$ cat config.mk
export PLATFORM = sky130hd
export DESIGN_NAME = conv_window_fetch
export DESIGN_NICKNAME = d
export VERILOG_FILES = /design/src/rtl/conv_window_fetch.sv
export SDC_FILE = /design/constraint.sdc
export NUM_CORES = 1
export LEC_CHECK = 0
export ABC_AREA = 1
export CORE_MARGIN = 2
export CORE_UTILIZATION = 50
export CTS_BUF_LIST = sky130_fd_sc_hd__clkbuf_4 sky130_fd_sc_hd__clkbuf_8
export DETAILED_ROUTE_END_ITERATION = 10
export HOLD_SLACK_MARGIN = 0.12
export PLACE_DENSITY = 0.78
export RECOVER_POWER = 100
export SLEW_MARGIN = 10
export SYNTH_ARGS = -nofsm -noshare
export SYNTH_HDL_FRONTEND = slang
export SYNTH_SLANG_ARGS = --single-unit
$ cat constraint.sdc
create_clock -name clk -period 8 [get_ports clk]
set_input_delay 1.2 -clock clk [delete_from_list [all_inputs] [get_ports clk]]
set_output_delay 1.2 -clock clk [all_outputs]
set_load 0.01 [all_outputs]
$ cat src/rtl/conv_window_fetch.sv
// conv_window_fetch: walks the image in raster order and assembles zero-padded 3x3 windows for the convolution stage.
// Optional macro WIN_REUSE_EN: when stepping right, reuse two columns of the previous window and fetch only the new one.

module conv_window_fetch #(
   parameter int IMG_W  = 128,
   parameter int IMG_H  = 128,
   parameter int PIX_W  = 8,
   parameter int ADDR_W = 14
) (
   input  logic                 clk,
   input  logic                 rst,
   input  logic                 start,
   output logic [ADDR_W-1:0]    mem_addr,
   output logic                 mem_rd_en,
   input  logic [PIX_W-1:0]     mem_data,
   output logic [9*PIX_W-1:0]   win_data,
   output logic [6:0]           win_row,
   output logic [6:0]           win_col,
   output logic                 win_valid,
   input  logic                 win_ready,
   output logic                 busy,
   output logic                 done
);

   typedef enum logic [2:0] {S_IDLE, S_FETCH, S_CAPT, S_VALID, S_DONE} state_t;

   state_t           state_q, state_d;
   logic [6:0]       row_q, row_d, col_q, col_d;
   logic [3:0]       tapIdx_q, tapIdx_d;
   logic             pendValid_q, pendValid_d;
   logic             pendInb_q, pendInb_d;
   logic [3:0]       pendIdx_q, pendIdx_d;
   logic [PIX_W-1:0] tap_q [9];
   logic [PIX_W-1:0] tap_d [9];

   int               tapRow, tapCol;
   logic             tapInb;
   logic [ADDR_W-1:0] tapAddr;
   logic             lastCol, lastWin;
   logic [6:0]       nextRow, nextCol;
   logic [3:0]       tapStep, firstTap;

   always_comb begin
      tapRow  = int'(row_q) + int'(tapIdx_q) / 3 - 1;
      tapCol  = int'(col_q) + int'(tapIdx_q) % 3 - 1;
      tapInb  = (tapRow >= 0) && (tapRow < IMG_H) && (tapCol >= 0) && (tapCol < IMG_W);
      tapAddr = tapInb ? ADDR_W'(tapRow * IMG_W + tapCol) : '0;
   end

   // Raster advance and the tap schedule of the next fetch
   always_comb begin
      lastCol  = (col_q == 7'(IMG_W - 1));
      lastWin  = lastCol && (row_q == 7'(IMG_H - 1));
      nextCol  = lastCol ? 7'd0 : col_q + 7'd1;
      nextRow  = lastCol ? (lastWin ? 7'd0 : row_q + 7'd1) : row_q;
      tapStep  = 4'd1;
      firstTap = 4'd0;
`ifdef WIN_REUSE_EN
      if (col_q != 7'd0) begin
         tapStep = 4'd3;
      end
      if (!lastCol) begin
         firstTap = 4'd2;
      end
`endif
   end

   always_comb begin
      state_d     = state_q;
      row_d       = row_q;
      col_d       = col_q;
      tapIdx_d    = tapIdx_q;
      pendValid_d = 1'b0;
      pendIdx_d   = tapIdx_q;
      pendInb_d   = tapInb;
      tap_d       = tap_q;
      // Read data lands one cycle after its strobe; padded taps load zero at the same point
      if (pendValid_q) begin
         tap_d[pendIdx_q] = pendInb_q ? mem_data : '0;
      end
      unique case (state_q)
         S_IDLE: begin
            if (start) begin
               state_d  = S_FETCH;
               row_d    = 7'd0;
               col_d    = 7'd0;
               tapIdx_d = 4'd0;
            end
         end
         S_FETCH: begin
            pendValid_d = 1'b1;
            if (tapIdx_q == 4'd8) begin
               state_d = S_CAPT;
            end else begin
               tapIdx_d = tapIdx_q + tapStep;
            end
         end
         S_CAPT: state_d = S_VALID;
         S_VALID: begin
            if (win_ready) begin
               row_d    = nextRow;
               col_d    = nextCol;
               tapIdx_d = firstTap;
               state_d  = lastWin ? S_DONE : S_FETCH;
`ifdef WIN_REUSE_EN
               if (!lastCol) begin
                  for (int k = 0; k < 3; k++) begin
                     tap_d[3*k]     = tap_q[3*k+1];
                     tap_d[3*k + 1] = tap_q[3*k+2];
                  end
               end
`endif
            end
         end
         S_DONE:  state_d = S_IDLE;
         default: state_d = S_IDLE;
      endcase
   end

   always_ff @(posedge clk or posedge rst) begin
      if (rst) begin
         state_q     <= S_IDLE;
         row_q       <= 7'd0;
         col_q       <= 7'd0;
         tapIdx_q    <= 4'd0;
         pendValid_q <= 1'b0;
         pendInb_q   <= 1'b0;
         pendIdx_q   <= 4'd0;
         for (int k = 0; k < 9; k++) begin
            tap_q[k] <= '0;
         end
      end else begin
         state_q     <= state_d;
         row_q       <= row_d;
         col_q       <= col_d;
         tapIdx_q    <= tapIdx_d;
         pendValid_q <= pendValid_d;
         pendInb_q   <= pendInb_d;
         pendIdx_q   <= pendIdx_d;
         tap_q       <= tap_d;
      end
   end

   always_comb begin
      mem_rd_en = (state_q == S_FETCH) && tapInb;
      mem_addr  = mem_rd_en ? tapAddr : '0;
      win_valid = (state_q == S_VALID);
      busy      = (state_q != S_IDLE);
      done      = (state_q == S_DONE);
      win_row   = row_q;
      win_col   = col_q;
      win_data  = '0;
      for (int k = 0; k < 9; k++) begin
         win_data[k*PIX_W +: PIX_W] = tap_q[k];
      end
   end

endmodule

# Yosys cells after proc, flatten, opt, wreduce, memory -nomap -nowiden
# Index checks and enable logic that the tools add are counted.
dict set report totals {
  output_inout_bits 104
  regBits 99
}
dict set report op_classes {
  div_mod_pow 2
  eq_ne 12
  reduce_logical 14
  magnitude_cmp 6
  n_addsub 8
  mux 24
  bitwise 1
}
# operator count
set ops {}
lappend ops {{72-bit bitwise mux} 1}
lappend ops {{8-bit by 32-bit adder with 32-bit output} 2}
lappend ops {{32-bit by 1-bit >= comparator with 1-bit output (second input constant)} 2}
lappend ops {{32-bit by 9-bit less-than comparator with 1-bit output (second input constant)} 2}
lappend ops {{32-bit by 2-bit subtractor with 32-bit output (second input constant)} 2}
lappend ops {{7-bit 2-to-1 mux} 6}
lappend ops {{8-bit demux with 4-bit select} 1}
lappend ops {{5-bit by 3-bit divider with 32-bit output (second input constant)} 1}
lappend ops {{5-bit by 3-bit modulo with 32-bit output (second input constant)} 1}
lappend ops {{14-bit 2-to-1 mux} 2}
lappend ops {{7-bit one-hot mux with 2 select lines} 2}
lappend ops {{8-bit 2-to-1 mux} 2}
lappend ops {{14-bit adder} 1}
lappend ops {{7-bit by 1-bit adder with 7-bit output (second input constant)} 2}
lappend ops {{7-bit == test (second input constant)} 2}
lappend ops {{3-bit 2-to-1 mux} 4}
lappend ops {{4-bit 2-to-1 mux} 3}
lappend ops {{3-bit one-hot mux with 4 select lines} 1}
lappend ops {{4-bit one-hot mux with 3 select lines} 1}
lappend ops {{4-bit AND reduction} 2}
lappend ops {{3-bit by 2-bit == test with 1-bit output (second input constant)} 2}
lappend ops {{1-bit logical AND} 6}
lappend ops {{2-bit != test (second input constant)} 3}
lappend ops {{3-bit AND reduction} 2}
lappend ops {{12 further kinds} 14}

# Logic depth before layout (Yosys ltp)
# Gate-level depths: netlist of run 1.
dict set report logic_depth {
  depth_word 9
  ltp_mapped 41
  ltp_nobuf 38
}

# Worst setup path before layout of run 1
# Ideal clock, no wire load.
dict set report synth_timing {
  kind {flip-flop to output port}
  from {register tapIdx_q[2] (netlist: pendIdx_d[2])}
  to {output mem_addr[13]}
  stages_incl_launch_ff 42
  arrival_time_ns 5.349
  t_required_ns 6.800
  path_buffers 4
  path_slack_ns 1.451
  path_cell_list {dfrtp_1 -> buf_4 -> clkbuf_1 -> ha_1 -> nand2_2 -> nand2_2 -> nand2_4 -> nor2_4 -> buf_6 -> nand2_1 -> nand2_1 -> inv_1 -> ha_1 -> nor2_1 -> nand2_2 -> buf_6 -> inv_1 -> nand2_1 -> (+6 left out) -> inv_1 -> nand2_1 -> nand2_1 -> nand3_1 -> nand2_1 -> nand2_1 -> and2_1 -> inv_1 -> ha_1 -> inv_1 -> fa_1 -> o21ai_0 -> nand2_1 -> nand2_1 -> a21oi_1 -> xor2_1 -> xnor2_1 -> nor2_1}
}
dict set report synth_between {
  elab_chain_cells 9
  elab_cells_between_ends 17
}
# element line
set synth_rtl {}
lappend synth_rtl {{start, declared} 29} ;# logic [3:0] tapIdx_q, tapIdx_d;
lappend synth_rtl {{start signal, assigned} 136} ;# tapIdx_q <= tapIdx_d;
lappend synth_rtl {{5-bit by 3-bit divider with 32-bit output} 44} ;# tapRow = int'(row_q) + int'(tapIdx_q) / 3 - 1;
lappend synth_rtl {{8-bit by 32-bit adder with 32-bit output} 44}
lappend synth_rtl {{32-bit by 2-bit subtractor with 32-bit output} 44}
lappend synth_rtl {{32-bit by 1-bit >= comparator with 1-bit output / 32-bit by 9-bit less-than comparator with 1-bit output (equally long branches)} 46} ;# tapInb = (tapRow >= 0) && (tapRow < IMG_H) && (tapCol >= 0) && (tapCol < IMG_W);
lappend synth_rtl {{1-bit logical AND (3 in series)} 46}
lappend synth_rtl {{14-bit 2-to-1 mux / 1-bit logical AND (equally long branches)} {47, 145}}
lappend synth_rtl {{14-bit 2-to-1 mux *} 146} ;# mem_addr = mem_rd_en ? tapAddr : '0;
lappend synth_rtl {{end, declared} 13} ;# output logic [ADDR_W-1:0] mem_addr,
# Mark *: on every way between the ends. The rest lies on a longest branch, timed or not.

# Final worst setup path of run 1
dict set report layout_timing {
  from {register tapIdx_q[3] (netlist: pendIdx_d[3])}
  to {output mem_addr[13]}
}
# The elaborated chain is that of the path after synthesis.

==> results of run 1 <==
-- layer usage --
metal / GRT usage, % / share of wire [%] / vias up
met1: 35.1 / 45 / 3357
li1: - / - / 3649
met4: 8.47 / 2.4 / 0
met5: 0 / 0 / -
met2: 41.0 / 46 / 293
met3: 4.16 / 7.1 / 39
-- layout make-up --
cell class | count | area share, %
inverters | 193 | 8.06
flip-flops and latches | 99 | 27.6
repair buffers | 126 | 13.8
well taps | 184 | 2.56
multi-input cells | 761 | 45.8
clock buffers | 9 | 1.38
clock inverters | 7 | 0.876
-- kinds of logic after synthesis --
kind of cell	share of synthesized area [%]
simple gates	28.0
fa+ha+maj	11.9
xor+xnor	3.07
compound gates	12.7
flops	33.4
buf+inv	11.0
-- worst min-delay path: stages (launching register included) --
cell and delay [ns]:
sky130_fd_sc_hd__dfrtp_1 0.35, sky130_fd_sc_hd__nand2_1 0.05, sky130_fd_sc_hd__o21ai_0 0.06
-- how the worst min path moves through the flow --
stage                  from           end  cells past startpoint
6_report       win_data[20]  win_data[20]                      2
5_1_grt        pendIdx_d[0]  pendIdx_q[0]                      0
4_1_cts        win_data[21]  win_data[21]                      2
3_5_place_dp   win_data[14]  win_data[14]                      2
3_3_place_gp   win_data[63]  win_data[63]                      2
2_1_floorplan  pendIdx_d[2]  pendIdx_q[2]                      0
-- state kept, by name (all words and copies together) (netlist names) --
| name | cells |
|---|---|
| pendIdx_d | 4 |
| pendValid_q | 1 |
| win_col | 7 |
| pendIdx_q | 4 |
| win_data | 72 |
| state_q | 3 |
| pendInb_q | 1 |
| win_row | 7 |
-- synthesized netlist by cell type (all sizes together) --
library cell	number	area, um2
nand3	53	270
a21oi	65	325
buf	6	50.0
nor3b	1	7.51
xor2	15	131
xnor2	11	96.3
nor3	19	106
nand4	17	121
inv	192	721
clkbuf	11	41.3
o21ai	99	499
dfrtp	99	2480
nand2	270	1040
clkinv	1	3.75
o21a	4	30.0
and2	2	12.5
o22ai	4	25.0
nor2	117	479
fa	3	60.1
ha	66	826
or2	2	12.5
a22oi	1	7.51
nand3b	4	30.0
o211ai	2	15.0
a31oi	6	37.5
-- cell usage in the layout, fill, tap and decap left out, types with 10 or more instances in the layout --
cell type	count
sky130_fd_sc_hd__o21ai_0	95
sky130_fd_sc_hd__xnor2_1	11
sky130_fd_sc_hd__nor2_1	105
sky130_fd_sc_hd__xor2_1	15
sky130_fd_sc_hd__nand4_1	16
sky130_fd_sc_hd__dfrtp_1	96
sky130_fd_sc_hd__nand2_1	263
sky130_fd_sc_hd__nand3_1	52
sky130_fd_sc_hd__nor2_2	10
sky130_fd_sc_hd__inv_1	187
sky130_fd_sc_hd__nor3_1	19
sky130_fd_sc_hd__dlygate4sd3_1	111
sky130_fd_sc_hd__ha_1	66
sky130_fd_sc_hd__a21oi_1	65
-- metrics by stage --
stage / cells / hold WS [ns] / cell area (um2) / setup WS [ns] / util (%)
final: 1379 / 0.486 / 9000 / 0.463 / 61.9
after global routing: 1379 / 0.513 / 9000 / 0.0266 / 61.9
after CTS: 1371 / 0.496 / 8940 / 0.0177 / 61.5
after detailed placement: 1355 / 0.472 / 8740 / 0.474 / 60.1
after global placement: 1355 / 0.465 / 8740 / 0.704 / 60.1
after floorplan: 1070 / 0.355 / 7420 / 1.45 / -
-- what timing repair did --
| action | 4_1_cts | 5_1_grt |
|---|---|---|
| setup buffers | 0 | 8 |
| endpoints found under the hold margin | 0 | 0 |
| endpoints found under the setup margin | 0 | 15 |
| gates resized for setup | 0 | 6 |
==> summary.md, run 1 <==
| Metric | Value |
|---|---|
| Number of clock sinks | `99` |
| Layout overhead on the synthesized area | `21.3%` |
| Number of clock buffers inserted by TritonCTS | `9` |
| Shortest period the worst path allows | `7.54 ns` |
| First-pass GRT wire length | `32.9 mm` |
| Violated checks | `capacitance limit, slew limit` |
| Unrepaired setup endpoints after global routing | `false` |
| Endpoint of the lowest-slack register-to-register path | `pendInb_q` |
| Critical Path RT | `6.80 ns` |
| Launching instance or port of the critical path | `pendIdx_d[3]` |
| H-tree levels | `3` |
| Total overflow reported by the global router | `0` |
| Number of hold buffers added after cts | `0` |
| DP HPWL | `15.7 mm` |
| Number of failing hold endpoints at the final stage | `0` |
| Die Span X | `126 um` |
| # setup viols final | `0` |
| Type of the worst min-delay path | `flop to flop` |
| Crit path max-delay family | `adder cells` |
| DRT iter0 DRCs | `604` |
| Initial antenna violation count | `0` |
| Maximum clock skew at final layout | `0.0195 ns` |
| Max-slew headroom at the worst pin | `-172%` |
| Critical-path cell with the highest stage delay | `sky130_fd_sc_hd__clkdlybuf4s50_1` |
| Total number of yosys warnings | `0` |
| Instance count of the mapped netlist | `1070` |
| DIE HEIGHT | `126 um` |
| Worst-Margin Slew | `4.07 ns` |
| Setup TNS | `0 ns` |
| Max Transition Viols Final | `98` |
| FP Rows | `44` |
| Number of buffer cells added on primary ports | `115` |
| Data arrival time of the critical path | `6.34 ns` |
| TritonCTS clock tree | `built` |
| Final worst-path cycle share | `94.2%` |
| Total area of multi-input combinational cells | `0.00412 mm2` |
| Seq/Total Area, Yosys | `33.4%` |
| Share of post-route cells with drive strength above 1 | `4.77%` |
| Run status | `finished, violations left` |
| Max Cap Viol | `2` |
| Sequential Area | `0.00248 mm2` |
| GP Congestion | `1.03` |
| Core ar. | `0.0145 mm2` |
| Synth Register Bits | `99` |
| Number of buffer and inverter instances along the worst setup path | `10` |
| Longest individual stage delay on the worst path | `0.54 ns` |
| Number of routed nets with antenna violations | `0` |
| Maximum number of pins on one net before global-route repair | `81` |
| Layout Nets | `1271` |
| Global router's overall resource usage | `25.4%` |
| Vias in the first global route | `6832` |
| Clock-pin transition on the worst setup and hold timing paths | `0.12 ns` |
| Routed len/inst | `14.6 um` |
| Post-Synthesis Mean Instance Area | `6.94 um2` |
| Type of the worst setup path | `flop to primary output` |
| Worst-Skew Late Latency | `0.39 ns` |
| Reg2Reg Launch Point | `pendIdx_d[3]` |
| Area of the mapped netlist | `0.00742 mm2` |
| Timing endpoint of the critical path | `mem_addr[13]` |
| Post-route DRC violation count | `0` |
| Antenna diode count | `0` |
| Kind of end point of the critical path | `primary output` |
| Area of the die | `0.0158 mm2` |
| Internal reg-to-reg setup slack | `2.86 ns` |
| Most used cell along the critical path | `sky130_fd_sc_hd__nand2_1` |
| Via-per-instance ratio | `5.32` |
| Fill cell count | `1345` |
| Vias | `7338` |
| Reg2Reg Depth | `36` |
| Synthesized net count | `1151` |
| Clock Path Buffers | `2` |
| Fmax | `133 MHz` |
| Number of detailed-routing iterations run before antenna repair | `6` |
| Root buffer selected by CTS | `sky130_fd_sc_hd__clkbuf_8` |
| Starting density of the core | `51.1%` |
| Number of I/O pins | `116` |
| Number of distinct library cells after synthesis | `39` |
| Aggregate routed wire length | `20.1 mm` |
| Largest fanout on the critical path | `9` |
| Number of cells on the critical path | `40` |
| Worst Setup Start Kind | `flop` |
Power of run 1 is left out: the tool's default activity adds up to more than one toggle a clock period on the data nets, which glitch-free logic cannot reach.
==> run 2, diff against run 1 <==
Settings changed: CELL_PAD_IN_SITES_DETAIL_PLACEMENT from default to 1, CELL_PAD_IN_SITES_GLOBAL_PLACEMENT from default to 1, CORE_MARGIN 2 to default, CORE_UTILIZATION 50 to 40, PLACE_DENSITY 0.78 to 0.86.
==> summary.md, run 2 (synthesis gave the netlist of run 1 again) <==
| Metric | Value |
|---|---|
| Data arrival time of the critical path | `6.35 ns (about the same)` |
| Max Cap Viol | `2 (unchanged)` |
| Largest register FFs | `72 (unchanged)` |
| Fmax | `132 MHz (-0.21%)` |
| Met2 Use GR | `43.6% (+2.7 points)` |
| Longest individual stage delay on the worst path | `0.63 ns (+0.09 ns)` |
| Layout Nets | `1274 (+0.24%)` |
| Max Transition Viols Final | `102 (+4.1%)` |
| Worst Setup Start Kind | `flop` |
| Final worst-path cycle share | `94.4% (+0.20 points)` |
| Cell count after placement | `1401 (+3.4%)` |
| Most common library cell in the layout ignoring fill and taps | `sky130_fd_sc_hd__nand2_1` |
| Routed len/inst | `16.5 um (+14%)` |
| Number of routed nets with antenna violations | `0 (unchanged)` |
| Critical Path RT | `6.80 ns (about the same)` |
| Shortest period the worst path allows | `7.55 ns (+0.0158 ns)` |
| Maximum clock skew at final layout | `0.0156 ns (-0.00394 ns)` |
| Post-Place Worst Slack | `0.281 ns (-0.192 ns)` |
| Root buffer selected by CTS | `sky130_fd_sc_hd__clkbuf_8` |
| Crit path max-delay family | `simple AND/OR/NAND/NOR gates` |
| Share of post-route cells with drive strength above 1 | `4.67% (-0.095 points)` |
| Area after detailed placement | `0.00880 mm2 (+0.67%)` |
| Worst-Skew Late Latency | `0.41 ns (+0.02 ns)` |
| Met1 global-route usage | `32.7% (-2.4 points)` |
| TritonCTS clock tree | `built` |
| Number of failing hold endpoints at the final stage | `0 (unchanged)` |
| Largest fanout on the critical path | `15 (+6)` |
| Gr busiest metal | `met2` |
| DIE HEIGHT | `138 um (+9.8%)` |
| Min Hold Slack | `0.474 ns (-0.0127 ns)` |
| Number of buffer and inverter instances along the worst setup path | `4 (-6)` |
| Violated checks | `DRC, capacitance limit, slew limit` |
| Antenna diode count | `0 (unchanged)` |
| Worst Setup Slack, final | `0.447 ns (-0.0158 ns)` |
| Core ar. | `0.0181 mm2 (+24%)` |
| Top library cells by usage in the layout, fill and taps aside | `sky130_fd_sc_hd__nand2_1, sky130_fd_sc_hd__inv_1, sky130_fd_sc_hd__nor2_1` |
| Type of the worst min-delay path | `flop to flop` |
| Maximum number of pins on one net before global-route repair | `59 (-27%)` |
| Max-slew headroom at the worst pin | `-112% (+59 points)` |
| Clock Path Buffers | `2 (unchanged)` |
| Number of detailed-routing iterations run before antenna repair | `8 (+2)` |
| Starting density of the core | `41.0% (-10 points)` |
| FP Rows | `49 (+11%)` |
| Type of the worst setup path | `flop to primary output` |
| DRT iter0 DRCs | `506 (-16%)` |
| Via-per-instance ratio | `5.24 (-1.5%)` |
| Worst-Margin Slew | `3.18 ns (-0.892 ns)` |
| Run status | `finished, violations left` |
| Aggregate routed wire length | `23.6 mm (+18%)` |
| Final standard cell area without fillers | `0.00909 mm2 (+1.0%)` |
| Vias in the first global route | `7523 (+10%)` |
| Number of cells on the critical path | `30 (-25%)` |
| Final cell count without fillers | `1427 (+3.5%)` |
| GP Congestion | `0.953 (-7.1%)` |
| Die Span X | `138 um (+9.8%)` |
| Kind of end point of the critical path | `primary output` |
| Number of stages on the worst hold path | `0 (-2)` |
| Number of buffer cells added on primary ports | `115 (unchanged)` |
| Number of I/O pins | `116 (unchanged)` |
| Number of clock sinks | `99 (unchanged)` |
| # setup viols final | `0 (unchanged)` |
| Initial antenna violation count | `0 (unchanged)` |
| Clock-pin transition on the worst setup and hold timing paths | `0.12 ns (about the same)` |
| Vias | `7482 (+2.0%)` |
| Reg2Reg Depth | `29 (-19%)` |
| Global router's overall resource usage | `25.3% (-0.10 points)` |
| Critical-path cell with the highest stage delay | `sky130_fd_sc_hd__dlygate4sd3_1` |
| Layout overhead on the synthesized area | `22.5%` |
| Most used cell along the critical path | `sky130_fd_sc_hd__nand2_1` |
| Global routing met3 resource utilization | `4.09% (-0.076 points)` |
| First-pass GRT wire length | `38.9 mm (+18%)` |
| H-tree levels | `3 (unchanged)` |
| Number of clock buffers inserted by TritonCTS | `9 (unchanged)` |
| DP HPWL | `18.9 mm (+20%)` |
| Post-route DRC violation count | `34 (+34)` |
| Total overflow reported by the global router | `0 (unchanged)` |
| Area of the die | `0.0191 mm2 (+21%)` |
==> run 2: changes by cell type in the layout (fill, tap and decap cells not counted), moves of 2 or more <==
cell,before,now
sky130_fd_sc_hd__dlygate4sd3_1,111,102
sky130_fd_sc_hd__o21ai_1,3,1
sky130_fd_sc_hd__nor2_2,10,5
sky130_fd_sc_hd__clkdlybuf4s50_1,4,12
sky130_fd_sc_hd__nor2_1,105,110
sky130_fd_sc_hd__inv_6,4,2
sky130_fd_sc_hd__buf_4,9,12
==> run 2: worst register-to-register path: cells and delay by family, from the launching register on <==
kind                     cells  cell delay (ns)
AO/OA/AOI/OAI                2             0.74
buffers and inverters        4             0.29
flip-flops                   1             0.47
adder cells (fa/ha/maj)      3             0.90
AND/OR/NAND/NOR             20             2.71
==> run 2: repair_timing <==
| action | 4_1_cts | 5_1_grt |
|---|---|---|
| endpoints found under the setup margin | 4 | 15 |
| pin swaps | 1 | 1 |
| buffers inserted | 2 | 8 |
| hold buffers | 0 | 0 |
| gates resized for setup | 1 | 10 |
==> run 2: layout make-up <==
type | count | area [um2]
clock buffer | 9 | 124
clock inverter | 7 | 93.8
fill | 2351 | 9000
inverter | 193 | 726
multi-input combinational | 761 | 4130
sequential | 99 | 2480
tap | 229 | 287
timing repair buffer | 129 | 1250
==> run 2: per-stage QoR <==
stage	utilization [%]	TNS, ns
detailed placement	48.7	0
global placement	48.7	0
global route	50.3	-0.0995
CTS	49.9	0
floorplan	-	0
finish	50.3	0
==> run 2: worst paths after layout <==
check                              from           end  slack, ns
hold / removal             pendIdx_d[2]  pendIdx_q[2]       0.47
min in group asynchronous           rst  win_data[65]       1.67
max in group asynchronous           rst  pendIdx_d[3]       2.45
setup / recovery           pendIdx_d[3]   mem_addr[7]       0.45
hold reg to reg            pendIdx_d[2]  pendIdx_q[2]       0.47
setup reg to reg           pendIdx_d[3]     pendInb_q       2.85
==> run 2: layer usage <==
metal  routed length, um  part of all wire [%]
met5                   0                     0
met1               10600                    45
met2               11300                    48
met3                1190                   5.0
met4                 505                   2.1
Power of run 2 is left out for the same reason.
==> run 3, diff against run 2 <==
Settings changed: PLACE_DENSITY 0.86 to 0.94.
==> summary.md, run 3 (synthesis gave the netlist of run 1 again) <==
| Metric | Value |
|---|---|
| Number of I/O pins | `116 (unchanged)` |
| Routed len/inst | `17.4 um (+5.2%)` |
| DRT iter0 DRCs | `454 (-10%)` |
| Clock Path Buffers | `2 (unchanged)` |
| Clock-pin transition on the worst setup and hold timing paths | `0.13 ns (about the same)` |
| Total overflow reported by the global router | `0 (unchanged)` |
| Critical-path cell with the highest stage delay | `sky130_fd_sc_hd__clkdlybuf4s50_1` |
| Crit path max-delay family | `simple AND/OR/NAND/NOR gates` |
| Shortest period the worst path allows | `7.61 ns (+0.0541 ns)` |
| Worst-Margin Slew | `3.60 ns (+0.415 ns)` |
| Worst-Skew Late Latency | `0.40 ns (about the same)` |
| DIE HEIGHT | `138 um (unchanged)` |
| Number of clock buffers inserted by TritonCTS | `9 (unchanged)` |
| Number of buffer and inverter instances along the worst setup path | `4 (unchanged)` |
| Internal reg-to-reg setup slack | `2.74 ns (-0.11 ns)` |
| Maximum clock skew at final layout | `0.0258 ns (+0.0102 ns)` |
| Type of the worst min-delay path | `flop to flop` |
| Most used cell along the critical path | `sky130_fd_sc_hd__nand2_1` |
| Number of buffer cells added on primary ports | `115 (unchanged)` |
| Max-slew headroom at the worst pin | `-140% (-28 points)` |
| Most common library cell in the layout ignoring fill and taps | `sky130_fd_sc_hd__nand2_1` |
| Max Cap Viol | `2 (unchanged)` |
| Number of clock sinks | `99 (unchanged)` |
| Type of the worst setup path | `flop to primary output` |
| Final worst-path cycle share | `95.1% (+0.68 points)` |
| Kind of end point of the critical path | `primary output` |
| Number of detailed-routing iterations run before antenna repair | `8 (unchanged)` |
| Timing endpoint of the critical path | `mem_addr[13]` |
| Antenna diode count | `0 (unchanged)` |
| Critical Path RT | `6.80 ns (about the same)` |
| Number of failing hold endpoints at the final stage | `0 (unchanged)` |
| Top library cells by usage in the layout, fill and taps aside | `sky130_fd_sc_hd__nand2_1, sky130_fd_sc_hd__inv_1, sky130_fd_sc_hd__nor2_1` |
| # setup viols final | `0 (unchanged)` |
| Reg2Reg Depth | `32 (+10%)` |
| Aggregate routed wire length | `24.8 mm (+5.1%)` |
| First-pass GRT wire length | `40.6 mm (+4.3%)` |
| GP Congestion | `0.973 (+2.2%)` |
| Worst Setup Start Kind | `flop` |
| Initial antenna violation count | `0 (unchanged)` |
| Endpoint of the lowest-slack register-to-register path | `pendInb_q` |
| Largest register FFs | `72 (unchanged)` |
| H-tree levels | `3 (unchanged)` |
| Core ar. | `0.0181 mm2 (unchanged)` |
| FP Rows | `49 (unchanged)` |
| Fill cell count | `2372 (+0.89%)` |
| Maximum number of pins on one net before global-route repair | `69 (+17%)` |
| Violated checks | `DRC, capacitance limit, slew limit` |
| Layout overhead on the synthesized area | `22.5% (about the same)` |
| Launching instance or port of the critical path | `pendIdx_d[3]` |
| Vias | `7624 (+1.9%)` |
| Data arrival time of the critical path | `6.41 ns (+0.06 ns)` |
| Final design utilization | `50.3% (about the same)` |
| Number of cells on the critical path | `31 (+3.3%)` |
| Vias in the first global route | `7911 (+5.2%)` |
| Global router's overall resource usage | `26.4% (+1.1 points)` |
| Root buffer selected by CTS | `sky130_fd_sc_hd__clkbuf_8` |
| TritonCTS clock tree | `built` |
| Run status | `finished, violations left` |
| Via-per-instance ratio | `5.35 (+2.0%)` |
| Area of the die | `0.0191 mm2 (unchanged)` |
| Reg2Reg Launch Point | `pendIdx_d[2]` |
| Max Transition Viols Final | `86 (-16%)` |
| Layout Nets | `1273 (-0.078%)` |
| Fmax | `131 MHz (-0.71%)` |
| Sequential Area | `0.00248 mm2 (unchanged)` |
| DP HPWL | `19.5 mm (+3.3%)` |
| Starting density of the core | `41.0% (unchanged)` |
| Total area of multi-input combinational cells | `0.00413 mm2 (about the same)` |
| Longest individual stage delay on the worst path | `0.54 ns (-0.09 ns)` |
| Number of routed nets with antenna violations | `0 (unchanged)` |
| Die Span X | `138 um (unchanged)` |
| Share of post-route cells with drive strength above 1 | `5.26% (+0.59 points)` |
| Largest fanout on the critical path | `8 (-7)` |
| Post-route DRC violation count | `36 (+5.9%)` |
-- run 3: cell types whose count changed in the layout (fill, tap and decap cells not counted), moves of 4 or more --
cell / before / now
sky130_fd_sc_hd__nor2_1: 110 / 104
sky130_fd_sc_hd__nor2_2: 5 / 11
sky130_fd_sc_hd__clkdlybuf4s50_1: 12 / 17
sky130_fd_sc_hd__dlygate4sd3_1: 102 / 98
-- run 3: routing by layer --
layer / global-route usage (%) / part of all wire (%)
met5: 0 / 0
met1: 33.0 / 43
met2: 46.9 / 49
met4: 7.81 / 2.5
met3: 4.23 / 5.0
-- run 3: worst min path at each step --
stage / startpoint / end / slack [ns] / cells after the start
finish: pendIdx_d[0] / pendIdx_q[0] / 0.49 / 0
CTS: win_data[38] / win_data[38] / 0.50 / 2
global placement: win_data[30] / win_data[30] / 0.46 / 2
global route: pendIdx_d[0] / pendIdx_q[0] / 0.50 / 0
detailed placement: win_data[38] / win_data[38] / 0.47 / 2
floorplan: pendIdx_d[2] / pendIdx_q[2] / 0.35 / 0
-- run 3: area by class of cell --
cell class              count  share of cell area [%]
inverters                 193                    7.98
clock buffers               9                    1.36
well taps                 229                    3.15
multi-input cells         761                    45.4
flip-flops and latches     99                    27.3
clock inverters             7                    1.03
repair buffers            128                    13.7
-- run 3: through the flow --
| stage | hold slack, ns | TNS (ns) | setup WS, ns | cells | instance area [um2] |
|---|---|---|---|---|---|
| after floorplan | 0.355 | 0 | 1.45 | 1070 | 7420 |
| after global placement | 0.465 | 0 | 0.680 | 1400 | 8800 |
| after detailed placement | 0.473 | 0 | 0.310 | 1400 | 8800 |
| after CTS | 0.500 | 0 | 0.00124 | 1419 | 9040 |
| after global routing | 0.497 | -0.0129 | -0.0129 | 1426 | 9090 |
| final | 0.485 | 0 | 0.393 | 1426 | 9090 |
-- run 3: repair_timing --
action,CTS,global route
pin swaps,1,1
gates cloned,0,0
resized for setup,0,11
hold endpoints to repair,0,0
buffers inserted,3,7
hold buffers,0,0
endpoints found under the setup margin,12,15
Power of run 3 is left out for the same reason.
